--- config.mk ---
export PLATFORM = sky130hd
export DESIGN_NAME = scpu_execute_mc
export DESIGN_NICKNAME = d
export VERILOG_FILES = /design/src/rtl/scpu_alu_pkg.sv /design/src/rtl/scpu_mul_seq.sv /design/src/rtl/scpu_execute_mc.sv
export SDC_FILE = /design/constraint.sdc
export NUM_CORES = 1
export LEC_CHECK = 0
export ABC_AREA = 1
export BUFFER_PORTS_ARGS = -buffer_cell sky130_fd_sc_hd__buf_2
export CAP_MARGIN = 25
export CORE_MARGIN = 2
export CORE_UTILIZATION = 30
export CTS_CLUSTER_DIAMETER = 30
export DETAILED_ROUTE_END_ITERATION = 8
export PLACE_DENSITY = 0.47
export SLEW_MARGIN = 15
export SYNTH_ARGS = -nofsm -noshare
export SYNTH_HDL_FRONTEND = slang
export SYNTH_HIERARCHICAL = 1
export SYNTH_SLANG_ARGS = --single-unit
--- constraint.sdc ---
create_clock -name clk -period 2.45 [get_ports clk]
set_input_delay 0.245 -clock clk [delete_from_list [all_inputs] [get_ports clk]]
set_output_delay 0.245 -clock clk [all_outputs]
set_load 0.03 [all_outputs]
--- src/rtl/scpu_alu_pkg.sv ---
// scpu_alu_pkg
// Shared definitions for the multi-cycle execute stage: opcode constants,
// flag bit positions inside the {N,V,C,Z} flag vector, FSM state encoding
// and a small helper that packs individual flag bits into that vector.
package scpu_alu_pkg;

  // The low four opcodes match the original 2-bit ALU encoding
  localparam logic [2:0] OP_AND = 3'b000;
  localparam logic [2:0] OP_OR  = 3'b001;
  localparam logic [2:0] OP_ADD = 3'b010;
  localparam logic [2:0] OP_SUB = 3'b011;
  localparam logic [2:0] OP_XOR = 3'b100;
  localparam logic [2:0] OP_SHL = 3'b101;
  localparam logic [2:0] OP_SHR = 3'b110;
  localparam logic [2:0] OP_MUL = 3'b111;

  localparam int FLG_Z = 0;
  localparam int FLG_C = 1;
  localparam int FLG_V = 2;
  localparam int FLG_N = 3;

  typedef enum logic [1:0] {
    ST_IDLE = 2'b00,
    ST_MUL  = 2'b01,
    ST_DONE = 2'b10
  } state_e;

  function automatic logic [3:0] pack_flags(input logic n, input logic v,
                                            input logic c, input logic z);
    logic [3:0] f;
    f        = 4'b0000;
    f[FLG_N] = n;
    f[FLG_V] = v;
    f[FLG_C] = c;
    f[FLG_Z] = z;
    return f;
  endfunction

endpackage

--- src/rtl/scpu_mul_seq.sv ---
// scpu_mul_seq
// Unsigned shift-add multiplier, one partial product per clock.
// The first partial product is folded in on the start edge, so after DW
// edges (start edge included) the product is complete and done is high.
// Ports:
//   clk, rst_n : clock, asynchronous active-low reset
//   start      : load a/b and begin a new multiply (1-cycle pulse)
//   a, b       : multiplicand, multiplier (DW bits, captured on start)
//   done       : product valid (combinational from internal registers)
//   prod       : full 2*DW-bit product
module scpu_mul_seq #(
  parameter int DW = 9
) (
  input  logic            clk,
  input  logic            rst_n,
  input  logic            start,
  input  logic [DW-1:0]   a,
  input  logic [DW-1:0]   b,
  output logic            done,
  output logic [2*DW-1:0] prod
);

  localparam int CW = $clog2(DW + 1);

  logic [CW-1:0]   cnt_q, cnt_d;
  logic            run_q, run_d;
  logic [2*DW-1:0] mcand_q, mcand_d;
  logic [DW-1:0]   mplier_q, mplier_d;
  logic [2*DW-1:0] acc_q, acc_d;
  logic            done_s;

  assign done_s = run_q && (cnt_q == CW'(DW));
  assign done   = done_s;
  assign prod   = acc_q;

  // Iteration datapath: multiplicand shifts left, multiplier shifts right
  always_comb begin
    cnt_d    = cnt_q;
    run_d    = run_q;
    mcand_d  = mcand_q;
    mplier_d = mplier_q;
    acc_d    = acc_q;
    if (start) begin
      acc_d    = b[0] ? {{DW{1'b0}}, a} : {(2*DW){1'b0}};
      mcand_d  = {{(DW-1){1'b0}}, a, 1'b0};
      mplier_d = {1'b0, b[DW-1:1]};
      cnt_d    = CW'(1);
      run_d    = 1'b1;
    end else if (run_q && !done_s) begin
      acc_d    = acc_q + (mplier_q[0] ? mcand_q : {(2*DW){1'b0}});
      mcand_d  = {mcand_q[2*DW-2:0], 1'b0};
      mplier_d = {1'b0, mplier_q[DW-1:1]};
      cnt_d    = cnt_q + CW'(1);
    end else if (done_s) begin
      run_d    = 1'b0;
    end else begin
      run_d    = run_q;
    end
  end

  // Multiplier state registers
  always_ff @(posedge clk or negedge rst_n) begin
    if (!rst_n) begin
      cnt_q    <= {CW{1'b0}};
      run_q    <= 1'b0;
      mcand_q  <= {(2*DW){1'b0}};
      mplier_q <= {DW{1'b0}};
      acc_q    <= {(2*DW){1'b0}};
    end else begin
      cnt_q    <= cnt_d;
      run_q    <= run_d;
      mcand_q  <= mcand_d;
      mplier_q <= mplier_d;
      acc_q    <= acc_d;
    end
  end

endmodule

--- src/rtl/scpu_execute_mc.sv ---
// scpu_execute_mc
// Multi-cycle execute stage: single-cycle ALU ops (AND/OR/ADD/SUB/XOR/
// SHL/SHR) complete one cycle after accept, MUL runs on scpu_mul_seq for
// DW cycles. Result and flags are registered and held while ex_valid is
// high and the consumer stalls.
// Ports:
//   clk, rst_n          : clock, asynchronous active-low reset
//   in_valid / in_ready : operation request handshake
//   dc_op, dc_rd, dc_rs : opcode, left operand, right operand
//   ex_valid / ex_ready : result handshake
//   ex_dout, ex_flags   : result and {N,V,C,Z} flags
//   busy                : multiply in progress
module scpu_execute_mc
  import scpu_alu_pkg::*;
#(
  parameter int DW = 9
) (
  input  logic          clk,
  input  logic          rst_n,
  input  logic          in_valid,
  output logic          in_ready,
  input  logic [2:0]    dc_op,
  input  logic [DW-1:0] dc_rd,
  input  logic [DW-1:0] dc_rs,
  output logic          ex_valid,
  input  logic          ex_ready,
  output logic [DW-1:0] ex_dout,
  output logic [3:0]    ex_flags,
  output logic          busy
);

  state_e          state_q, state_d;
  logic [DW-1:0]   dout_q, dout_d;
  logic [3:0]      flags_q, flags_d;
  logic            in_ready_s;
  logic            accept_s;
  logic            mul_start_s;
  logic            mul_done_s;
  logic [2*DW-1:0] mul_prod_s;
  logic [DW-1:0]   alu_res_s;
  logic [3:0]      alu_flags_s;
  logic [DW:0]     add_s;
  logic [DW:0]     sub_s;
  logic [DW-1:0]   mul_res_s;
  logic [3:0]      mul_flags_s;

  assign in_ready_s = (state_q == ST_IDLE) || ((state_q == ST_DONE) && ex_ready);
  assign accept_s   = in_valid && in_ready_s;
  assign in_ready   = in_ready_s;
  assign ex_valid   = (state_q == ST_DONE);
  assign busy       = (state_q == ST_MUL);
  assign ex_dout    = dout_q;
  assign ex_flags   = flags_q;

  // Extra top bit carries ADD carry-out / SUB borrow
  assign add_s = {1'b0, dc_rd} + {1'b0, dc_rs};
  assign sub_s = {1'b0, dc_rd} - {1'b0, dc_rs};

  scpu_mul_seq #(.DW(DW)) u_mul (
    .clk   (clk),
    .rst_n (rst_n),
    .start (mul_start_s),
    .a     (dc_rd),
    .b     (dc_rs),
    .done  (mul_done_s),
    .prod  (mul_prod_s)
  );

  assign mul_res_s   = mul_prod_s[DW-1:0];
  assign mul_flags_s = pack_flags(mul_res_s[DW-1], 1'b0,
                                  |mul_prod_s[2*DW-1:DW],
                                  (mul_res_s == {DW{1'b0}}));

  // Single-cycle ALU with flag generation
  always_comb begin
    logic c_v;
    logic v_v;
    alu_res_s = {DW{1'b0}};
    c_v       = 1'b0;
    v_v       = 1'b0;
    case (dc_op)
      OP_AND: alu_res_s = dc_rd & dc_rs;
      OP_OR:  alu_res_s = dc_rd | dc_rs;
      OP_XOR: alu_res_s = dc_rd ^ dc_rs;
      OP_ADD: begin
        alu_res_s = add_s[DW-1:0];
        c_v       = add_s[DW];
        // Same-sign operands producing a different-sign result
        v_v       = (dc_rd[DW-1] == dc_rs[DW-1]) && (add_s[DW-1] != dc_rd[DW-1]);
      end
      OP_SUB: begin
        alu_res_s = sub_s[DW-1:0];
        c_v       = sub_s[DW];
        // Opposite-sign operands where the result sign departs from rd
        v_v       = (dc_rd[DW-1] != dc_rs[DW-1]) && (sub_s[DW-1] != dc_rd[DW-1]);
      end
      OP_SHL: begin
        alu_res_s = {dc_rd[DW-2:0], 1'b0};
        c_v       = dc_rd[DW-1];
      end
      OP_SHR: begin
        alu_res_s = {1'b0, dc_rd[DW-1:1]};
        c_v       = dc_rd[0];
      end
      default: begin
        alu_res_s = {DW{1'b0}};
        c_v       = 1'b0;
      end
    endcase
    alu_flags_s = pack_flags(alu_res_s[DW-1], v_v, c_v, (alu_res_s == {DW{1'b0}}));
  end

  // Next-state and result-load logic
  always_comb begin
    state_d     = state_q;
    dout_d      = dout_q;
    flags_d     = flags_q;
    mul_start_s = 1'b0;
    case (state_q)
      ST_IDLE, ST_DONE: begin
        if (accept_s) begin
          if (dc_op == OP_MUL) begin
            state_d     = ST_MUL;
            mul_start_s = 1'b1;
          end else begin
            state_d = ST_DONE;
            dout_d  = alu_res_s;
            flags_d = alu_flags_s;
          end
        end else if ((state_q == ST_DONE) && ex_ready) begin
          state_d = ST_IDLE;
        end else begin
          state_d = state_q;
        end
      end
      ST_MUL: begin
        if (mul_done_s) begin
          state_d = ST_DONE;
          dout_d  = mul_res_s;
          flags_d = mul_flags_s;
        end else begin
          state_d = ST_MUL;
        end
      end
      default: state_d = ST_IDLE;
    endcase
  end

  // State and registered result outputs
  always_ff @(posedge clk or negedge rst_n) begin
    if (!rst_n) begin
      state_q <= ST_IDLE;
      dout_q  <= {DW{1'b0}};
      flags_q <= 4'b0000;
    end else begin
      state_q <= state_d;
      dout_q  <= dout_d;
      flags_q <= flags_d;
    end
  end

endmodule

==> results of run 1 <==
==> sequential cells by signal (all words and copies together) (netlist names) <==
signal	count
u_mul/mcand_q	17
u_mul/cnt_q	4
ex_flags	3
ex_dout	9
u_mul/mplier_q	8
u_mul/prod	18
u_mul/run_q	1
state_q	2
==> cells in the mapped netlist (2+ instances only) <==
master / count
inv_1: 149
nand3_1: 67
inv_2: 5
nand3b_1: 6
dfrtp_1: 62
inv_4: 2
xor2_1: 3
nand4_1: 7
nand2_1: 272
fa_1: 3
nor2_2: 2
nand2_2: 2
nor2_1: 76
nor2_8: 2
o21ai_0: 25
o21ai_2: 9
o21bai_1: 2
a31oi_2: 2
o22ai_1: 16
a31oi_1: 5
a21oi_1: 41
ha_1: 45
o21ai_1: 2
nor3_1: 6
buf_6: 6
clkbuf_1: 4
buf_4: 6
buf_2: 6
or2_2: 3
nor4_1: 3
o221ai_2: 7
==> metal layers <==
layer / vias up / share of wire, %
met1: 2433 / 52
met2: 125 / 43
met5: - / 0
met4: 0 / 1.4
met3: 22 / 3.9
li1: 2819 / -
==> layout make-up <==
class	instances	area [µm²]	area share [%]
well taps	234	292.8	4.537
clock inverters	6	86.33	1.338
flip-flops and latches	62	1551	24.04
repair buffers	61	385.4	5.971
clock buffers	10	229.0	3.548
multi-input cells	617	3309	51.28
inverters	157	599.3	9.287
==> worst max path at each step <==
stage / start / to / slack, ns / cells after the start
2_1_floorplan: state_q[1] / u_mul/prod[1] / 0.45 / 9
3_3_place_gp: dc_rs[0] / ex_flags[0] / 0.16 / 12
3_5_place_dp: dc_rd[0] / ex_flags[0] / 0.15 / 15
4_1_cts: u_mul/mplier_q[0] / u_mul/prod[17] / 0.32 / 12
5_1_grt: u_mul/mplier_q[0] / u_mul/prod[13] / 0.16 / 13
6_report: u_mul/mplier_q[0] / u_mul/prod[17] / 0.32 / 12
==> critical path, cell delays in order (launching register included) <==
cell,delay [ns]
dfrtp_1,0.41
nand2_1,0.08
inv_1,0.04
ha_1,0.23
fa_1,0.39
nand2_1,0.13
nand2_1,0.13
nand3_1,0.11
nand2_1,0.14
nand2_1,0.11
nand3_1,0.07
nand3_1,0.11
nand2_1,0.06
==> power groups by stage <==
stage	combinational, W	clock [W]	sequential, W
2_1_floorplan	0.00196	0	0.00174
3_3_place_gp	0.00266	0	0.00170
3_5_place_dp	0.00265	0	0.00171
4_1_cts	0.00267	0.00138	0.00169
5_1_grt	0.00299	0.00142	0.00174
6_report	0.00264	0.00133	0.00169
==> metrics by stage <==
stage          power [W]  instances
2_1_floorplan   0.003696        860
3_3_place_gp    0.004365       1130
3_5_place_dp    0.004357       1130
4_1_cts         0.005738       1147
5_1_grt         0.006158       1147
6_report        0.005659       1147
==> layout by cell type, fill, tap and decap left out, types with 2 or more instances in the layout <==
master     instances
xor2_1             3
bufinv_16          2
fa_1               3
o21ai_0           25
nor2_1            75
or2_2              3
nor4_1             3
o21bai_1           2
nor2_2             3
a31oi_1            5
inv_1            149
clkinv_2           2
o221ai_2           7
clkbuf_16          9
inv_4              2
nand3b_1           6
o22ai_1           16
buf_4             18
o21ai_2            9
nand3_1           67
buf_2             40
buf_12             2
nand2_2            2
a21oi_1           41
nand2_1          272
a31oi_2            2
nand4_1            7
dfrtp_1           62
ha_1              45
nor2_8             2
inv_2              5
o21ai_1            2
nor3_1             6
==> cell families (layout without fill, tap and decap cells) <==
family,count (synthesis),count (layout),synth area share (%)
flops,62,62,27.59
fa+ha+maj,48,48,11.08
buf+inv,181,234,13.61
simple gates,450,450,33.73
xor+xnor,3,3,0.4673
compound gates,116,116,13.53
==> qor.yml, run 1 <==
run_status:
  outcome: "completed"
routing:
  ant_nets: 0
  drtPass1Iterations: 5
  via_count: 5399
  via_per_inst: 4.707
  drc_errors: 0
  wl_per_cell_um: 14.37
  drt_iter0_drc: 346
  wl_mm: 16.48
sta:
  fin_skew_ns: 0.009309
  fmax_ghz: 0.4703
  final.setup.tns_ns: 0
  hold_viol: 0
  worst_slack_ns: 0.3238
  setup_viol: 0
  fin_hold_ws_ns: 0.1078
  rsz0062_at_grt: "false"
  min_period_ns: 2.126
  relSlewSlack_pct: 67.88
  period_share_pct: 86.78
  drv_slew: 0
  worst_slew_pin_slew_ns: 0.4813
place:
  gp_congestion: 0.9417
  io_buffers: 40
  place_ws_ns: 0.1508
  dpl.hpwl_mm: 13.27
  dpl_cell_area_um2: 6128
yosys:
  avgSynthCellArea_um2: 6.540
  yosys_warnings: 6
  synthFlopType: "dfrtp_1"
  synthArstFlopShare_pct: 100.0
  synth-seq-cells: 62
  synth_top_area_share_pct: 27.59
  synth-seq-area-share_pct: 27.59
  synthCells: 860
  synth_edf_count: 0
  synth_area_um2: 5624
  yosysTopAreaCell: "dfrtp_1"
  synth.distinct_cells: 45
  synth.area.top_cells: "dfrtp_1 (28%), nand2_1 (18%), ha_1 (10%)"
  syn_nets: 933
clock_network:
  clk_pin_slew_ns: 0.06
  cts-root-buf: "clkbuf_16"
  hold_buffers: 1
  cts_buffers: 9
  clockBufferDepth: 2
  cts_tree: "yes"
  htreeDepth: 3
  postCtsSetupBuffers: 0
  numClockSinks: 62
  cts.repair.resized: 0
  worst_skew_pair.late_latency_ns: 0.33
pwr:
  vdd_ir_drop_max_v: 0.0003927
  power_frac_comb_pct: 46.6
  pwr-share-clk_pct: 23.6
  power.share.sequential_pct: 29.8
  p_int_w: 0.003183
  leakagePower_nw: 3.587
  switching_share_pct: 43.76
  p_sw_w: 0.002476
  power.density_nw_per_um2: 876.9
worst_hold_path:
  min_to: "state_q[1]"
  holdPathStages: 2
  holdCritPathClass: "in2reg"
  min_from: "ex_ready"
critical_path:
  cp.required_ns: 2.67
  critPathKind: "reg2reg"
  reg2reg_depth: 12
  r2r_setup_slack_ns: 0.32
  arrival_ns: 2.35
  crit_path_end_kind: "flip-flop"
  path_max_fanout: 4
  timing.rr.end: "u_mul/prod[17]"
  reg2reg_from: "u_mul/mplier_q[0]"
  startpoint_type: "flip-flop"
job:
  maxCapViolations: 0
die:
  die_area_um2: 19860
  die_h_um: 140.9
  ios: 41
  core_um2: 18580
  start_util_pct: 30.27
  num_rows: 50
  dieWidth_um: 140.9
global_routing:
  grtUsageMet2_pct: 25.26
  grt_use_met1_pct: 25.84
  grt_usage_pct: 17.02
  globalRoute.totalOverflow: 0
  first_global_vias: 5011
  antenna_found_initial: 0
  met3_usage_pct: 2.174
  grt_max_degree: 44
  grt_first_pass_wirelength_mm: 26.59
  top_usage_layer: "met1"
cells_and_area:
  insertedDiodeCount: 0
  drive_above_1_share_pct: 12.71
  nets: 981
  area_growth_pct: 14.75
  final_area_um2: 6454
  final_util_pct: 34.73
  num-fill-cells: 2047
No activity file was read; power rests on OpenSTA's default activity.
==> run 2, diff against run 1 <==
--- a/config.mk
+++ b/config.mk
@@ -12,7 +12,6 @@
 export CORE_UTILIZATION = 30
 export CTS_CLUSTER_DIAMETER = 30
 export DETAILED_ROUTE_END_ITERATION = 8
-export PLACE_DENSITY = 0.47
 export SLEW_MARGIN = 15
 export SYNTH_ARGS = -nofsm -noshare
 export SYNTH_HDL_FRONTEND = slang
==> qor.yml, run 2 (synthesized netlist as in run 1, its figures left out) <==
sta:
  drv_slew: 0  # unchanged
  min_period_ns: 2.137  # +0.01068 ns
  setup_viol: 0  # unchanged
  fin_skew_ns: 0.008610  # -0.0006993 ns
  hold_viol: 0  # unchanged
  final.setup.tns_ns: 0  # unchanged
  period_share_pct: 87.22  # +0.44 points
  relSlewSlack_pct: 60.59  # -7.3 points
  worst_slew_pin_slew_ns: 0.5905  # +0.1092 ns
  fmax_ghz: 0.4680  # -0.50%
  rsz0062_at_grt: "false"
  fin_hold_ws_ns: 0.1006  # -0.007267 ns
cells_and_area:
  largest_register_ff_count: 18  # unchanged
  area_growth_pct: 13.46
  final_cell_mix: "nand2_1 (272), inv_1 (149), nor2_1 (75)"
  nets: 973  # -0.82%
  drive_above_1_share_pct: 11.93  # -0.77 points
  layout_commonest_cell: "nand2_1"
  final_util_pct: 34.34  # -0.39 points
  num-fill-cells: 2019  # -1.4%
  insertedDiodeCount: 0  # unchanged
clock_network:
  hold_buffers: 1  # unchanged
  numClockSinks: 62  # unchanged
  cts_tree: "yes"
  clk_pin_slew_ns: 0.06  # about the same
  cts_buffers: 9  # unchanged
  clockBufferDepth: 2  # unchanged
  postCtsSetupBuffers: 0  # unchanged
  cts.repair.resized: 0  # unchanged
  cts-root-buf: "clkbuf_16"
  htreeDepth: 3  # unchanged
  worst_skew_pair.late_latency_ns: 0.33  # about the same
die:
  die_area_um2: 19860  # unchanged
  core_um2: 18580  # unchanged
  ios: 41  # unchanged
  die_h_um: 140.9  # unchanged
  num_rows: 50  # unchanged
  dieWidth_um: 140.9  # unchanged
  start_util_pct: 30.27  # unchanged
pwr:
  power.density_nw_per_um2: 887.2  # +1.2%
  pwr-share-clk_pct: 24.1  # +0.5 points
  vdd_ir_drop_max_v: 0.0004748  # +21%
  p_sw_w: 0.002502  # +1.0%
  power.share.sequential_pct: 30.2  # +0.4 points
  p_int_w: 0.003159  # -0.75%
  power_w: 0.005661  # about the same
  power_frac_comb_pct: 45.7  # -0.9 points
  switching_share_pct: 44.20  # +0.44 points
  leakagePower_nw: 3.544  # -1.2%
global_routing:
  first_global_vias: 5183  # +3.4%
  grt_usage_pct: 16.69  # -0.33 points
  antenna_found_initial: 0  # unchanged
  globalRoute.totalOverflow: 0  # unchanged
  grt_max_degree: 44  # unchanged
  grt_first_pass_wirelength_mm: 26.40  # -0.73%
worst_hold_path:
  min_to: "state_q[1]"
  min_from: "ex_ready"
  holdPathStages: 2  # unchanged
  holdCritPathClass: "in2reg"
critical_path:
  crit_path_frequent_cell: "nand2_1"
  reg2reg_depth: 10  # -2
  timing.rr.end: "u_mul/prod[3]"
  critPathKind: "reg2reg"
  arrival_ns: 2.40  # +0.05 ns
  crit_path_end_kind: "flip-flop"
  worst_path_largest_cell_delay_ns: 0.48  # +0.07 ns
  reg2reg_from: "state_q[1]"
  startpoint_type: "flip-flop"
  r2r_setup_slack_ns: 0.31  # about the same
  cp-startpoint: "state_q[1]"
  crit_chain: "inv_1 -> nor2_1 -> nor2_1 -> nand2_1 -> nor2_2 -> buf_4 -> nand2_1 -> o22ai_1 -> nand2_1 -> nand2_1"
  slowest_stage: "nor2_2"
  path_max_fanout: 31  # +27
  cp.required_ns: 2.72  # +0.05 ns
routing:
  wl_per_cell_um: 14.06  # -2.2%
  drc_errors: 0  # unchanged
  wl_mm: 16.01  # -2.8%
  drtPass1Iterations: 5  # unchanged
  ant_nets: 0  # unchanged
  via_per_inst: 4.778  # +1.5%
  via_count: 5442  # +0.80%
  drt_iter0_drc: 467  # +35%
place:
  dpl.hpwl_mm: 12.66  # -4.6%
  io_buffers: 40  # unchanged
  gp_congestion: 0.9589  # +1.8%
job:
  maxCapViolations: 0  # unchanged
run_status:
  outcome: "completed"
-- run 2: changes by cell type in the layout (fill, tap and decap cells not counted) --
| cell | delta |
|---|---|
| buf_4 | -7 |
| buf_12 | -1 |
-- run 2: worst max-delay path by stage --
stage | to | slack (ns) | cells after the start
4_1_cts | u_mul/prod[3] | 0.30 | 10
3_3_place_gp | ex_flags[0] | 0.19 | 15
5_1_grt | u_mul/prod[3] | 0.12 | 10
6_report | u_mul/prod[3] | 0.31 | 10
3_5_place_dp | ex_flags[0] | 0.19 | 15
2_1_floorplan | u_mul/prod[1] | 0.45 | 9
-- run 2: area by class of cell --
class / count / area [µm²] / area share [%]
Multi-Input combinational cell: 617 / 3309 / 51.86
Sequential cell: 62 / 1551 / 24.31
Inverter: 157 / 599.3 / 9.392
Timing Repair Buffer: 53 / 312.8 / 4.902
Tap cell: 234 / 292.8 / 4.588
Clock buffer: 10 / 229.0 / 3.588
Clock inverter: 6 / 86.33 / 1.353
-- run 2: metrics by stage --
step	worst slack [ns]	instance area, µm²	cells
2_1_floorplan	0.4468	5624	860
3_3_place_gp	0.1941	6056	1122
3_5_place_dp	0.1856	6056	1122
4_1_cts	0.2964	6381	1139
5_1_grt	0.1158	6381	1139
6_report	0.3131	6381	1139
-- run 2: worst max-delay path, delay by kind of cell, from the launching register on --
family,cells,cell delay (ns)
flops,1,0.36
buf+inv,2,0.50
compound gates,1,0.17
simple gates,7,1.03
-- run 2: metal layers --
layer / part of all wire, % / routed length, µm / GRT usage (%) / up-vias
met4: 2.2 / 352 / 5.737 / 0
met3: 4.4 / 700 / 2.717 / 22
met5: 0 / 0 / 0 / -
met1: 49 / 7856 / 23.49 / 2481
li1: - / - / - / 2801
met2: 44 / 7103 / 26.01 / 138
-- run 2: power groups by stage --
stage,Combinational [W],Clock [W],Sequential (W)
2_1_floorplan,0.00196,0,0.00174
3_3_place_gp,0.00255,0,0.00171
3_5_place_dp,0.00258,0,0.00172
4_1_cts,0.00260,0.00139,0.00171
5_1_grt,0.00293,0.00144,0.00176
6_report,0.00259,0.00136,0.00171
==> run 3, diff against run 2 <==
--- a/config.mk
+++ b/config.mk
@@ -9,9 +9,11 @@
 export BUFFER_PORTS_ARGS = -buffer_cell sky130_fd_sc_hd__buf_2
 export CAP_MARGIN = 25
 export CORE_MARGIN = 2
-export CORE_UTILIZATION = 30
+export CORE_UTILIZATION = 62
 export CTS_CLUSTER_DIAMETER = 30
 export DETAILED_ROUTE_END_ITERATION = 8
+export PLACE_DENSITY = 0.82
+export REMOVE_ABC_BUFFERS = 1
 export SLEW_MARGIN = 15
 export SYNTH_ARGS = -nofsm -noshare
 export SYNTH_HDL_FRONTEND = slang
==> qor.yml, run 3 (synthesized netlist as in run 1, its figures left out) <==
global_routing:
  globalRoute.totalOverflow: 0  # unchanged
  first_global_vias: 5543  # +6.9%
  grt_usage_pct: 34.46  # +18 points
  grt_first_pass_wirelength_mm: 26.88  # +1.8%
  antenna_found_initial: 1  # +1
  grt_max_degree: 44  # unchanged
die:
  dieWidth_um: 99.24  # -30%
  core_um2: 8763  # -53%
  die_area_um2: 9849  # -50%
  start_util_pct: 64.18  # +34 points
  ios: 41  # unchanged
  die_h_um: 99.24  # -30%
  num_rows: 34  # -32%
cells_and_area:
  num-fill-cells: 756  # -63%
  drive_above_1_share_pct: 12.24  # +0.30 points
  nets: 975  # +0.21%
  multi_input_area_um2: 3309  # unchanged
  seqCellArea_um2: 1551  # unchanged
  final_cells: 1016  # -11%
  final_area_um2: 6142  # -3.7%
  largest_register_ff_count: 18  # unchanged
  area_growth_pct: 9.210
  layout_commonest_cell: "nand2_1"
  final_cell_mix: "nand2_1 (272), inv_1 (149), nor2_1 (75)"
routing:
  wl_met1_mm: 6.437  # -18%
  via_per_inst: 5.694  # +19%
  dr_wl_met3_mm: 1.154  # +65%
  drc_errors: 0  # unchanged
  wl_mm: 16.51  # +3.1%
  drt_iter0_drc: 507  # +8.6%
  highest_layer: "met4"
  via_count: 5785  # +6.3%
  ant_nets: 0  # unchanged
  drtPass1Iterations: 7  # +2
  met2WireLength_mm: 8.063  # +14%
  wl_per_cell_um: 16.25  # +16%
clock_network:
  cts.repair.resized: 0  # unchanged
  cts_buffers: 9  # unchanged
  numClockSinks: 62  # unchanged
  worst_skew_pair.late_latency_ns: 0.35  # +0.02 ns
  clockBufferDepth: 2  # unchanged
  htreeDepth: 3  # unchanged
  cts_tree: "yes"
  clk_pin_slew_ns: 0.08  # +0.02 ns
  cts-root-buf: "clkbuf_8"
  postCtsSetupBuffers: 0  # unchanged
sta:
  worst_slew_pin_slew_ns: 0.6353  # +0.04482 ns
  fmax_ghz: 0.4367  # -6.7%
  fin_skew_ns: 0.01337  # +0.004757 ns
  relSlewSlack_pct: 57.60  # -3.0 points
  period_share_pct: 93.47  # +6.3 points
  min_period_ns: 2.290  # +0.1531 ns
  rsz0062_at_grt: "false"
  worst_slack_ns: 0.1600  # -0.1531 ns
  fin_hold_ws_ns: 0.09859  # -0.001965 ns
  setup_viol: 0  # unchanged
  hold_viol: 0  # unchanged
  drv_slew: 0  # unchanged
place:
  dpl_cell_area_um2: 5901  # -2.6%
  dp_cells: 998  # -11%
  dpl.hpwl_mm: 13.10  # +3.5%
  place_ws_ns: 0.1317  # -0.05389 ns
  io_buffers: 40  # unchanged
  gp_congestion: 1.011  # +5.4%
critical_path:
  crit_path_frequent_cell: "nand2_1"
  path_buf_inv: 1  # -1
  startpoint_type: "flip-flop"
  worst_path_largest_cell_delay_ns: 0.48  # about the same
  crit_chain: "nand2_1 -> inv_1 -> ha_1 -> fa_1 -> nand2_1 -> nand2_1 -> nand3_1 -> nand2_1 -> nand2_1 -> nand2_1 -> nand2_1 -> nand3_1 -> nand2_1"
  cp.required_ns: 2.73  # about the same
  path_depth: 13  # +3
  critPathKind: "reg2reg"
  arrival_ns: 2.57  # +0.17 ns
  path_max_fanout: 8  # -74%
  crit_family: "simple AND/OR/NAND/NOR gates"
  crit_path_end_kind: "flip-flop"
  slowest_stage: "dfrtp_1"
  reg2reg_depth: 13  # +3
pwr:
  power.density_nw_per_um2: 879.8  # -0.83%
  vdd_ir_drop_max_v: 0.0005096  # +7.3%
  leakagePower_nw: 3.510  # -0.97%
  power_w: 0.005404  # -4.5%
worst_hold_path:
  holdPathStages: 2  # unchanged
  holdCritPathClass: "in2reg"
job:
  maxCapViolations: 0  # unchanged
run_status:
  outcome: "completed"
run 3: layer usage:
| layer | track usage [%] | vias up |
|---|---|---|
| met1 | 41.39 | 2640 |
| met2 | 60.45 | 281 |
| met5 | 0 | - |
| li1 | - | 2793 |
| met3 | 5.200 | 71 |
| met4 | 16.44 | 0 |
run 3: final cells by class:
cell class              instances  area share, %
diodes                          1        0.04074
clock buffers                   9          2.017
clock inverters                 7          1.711
inverters                     157          9.758
multi-input cells             617          53.88
flip-flops and latches         62          25.26
well taps                     108          2.200
repair buffers                 55          5.133
run 3: worst paths after layout:
kind                                    from  slack, ns           endpoint
min reg2reg                       ex_dout[7]       0.50         ex_dout[7]
min                                 ex_ready        0.1         state_q[1]
max                        u_mul/mplier_q[0]       0.16     u_mul/prod[13]
max in group asynchronous              rst_n       1.38         ex_dout[4]
max reg2reg                u_mul/mplier_q[0]       0.16     u_mul/prod[13]
min in group asynchronous              rst_n       0.38  u_mul/mplier_q[3]
run 3: timing repair:
| item | CTS | global route |
|---|---|---|
| hold endpoints to repair | 20 | 0 |
| endpoints found under the setup margin | 0 | 0 |
| hold buffers | 1 | 0 |
run 3: through the flow:
stage,util (%),setup TNS (ns)
after floorplan,-,-33.27
after global routing,70.09,0
after detailed placement,67.33,0
final,70.09,0
after global placement,67.33,0
after CTS,70.06,0
run 3: report_power, final:
part | internal (W) | switching [W] | total, W
Sequential | 0.00140 | 0.000303 | 0.00171
Combinational | 0.000864 | 0.00178 | 0.00264
Clock | 0.000588 | 0.000466 | 0.00105
Total | 0.00286 | 0.00255 | 0.00540
run 3: worst register-to-register path, cell delays in order (launching register included):
cell,delay (ns)
dfrtp_1,0.48
nand2_1,0.12
inv_1,0.05
ha_1,0.24
fa_1,0.42
nand2_1,0.14
nand2_1,0.12
nand3_1,0.11
nand2_1,0.15
nand2_1,0.11
nand2_1,0.06
nand2_1,0.06
nand3_1,0.09
nand2_1,0.09
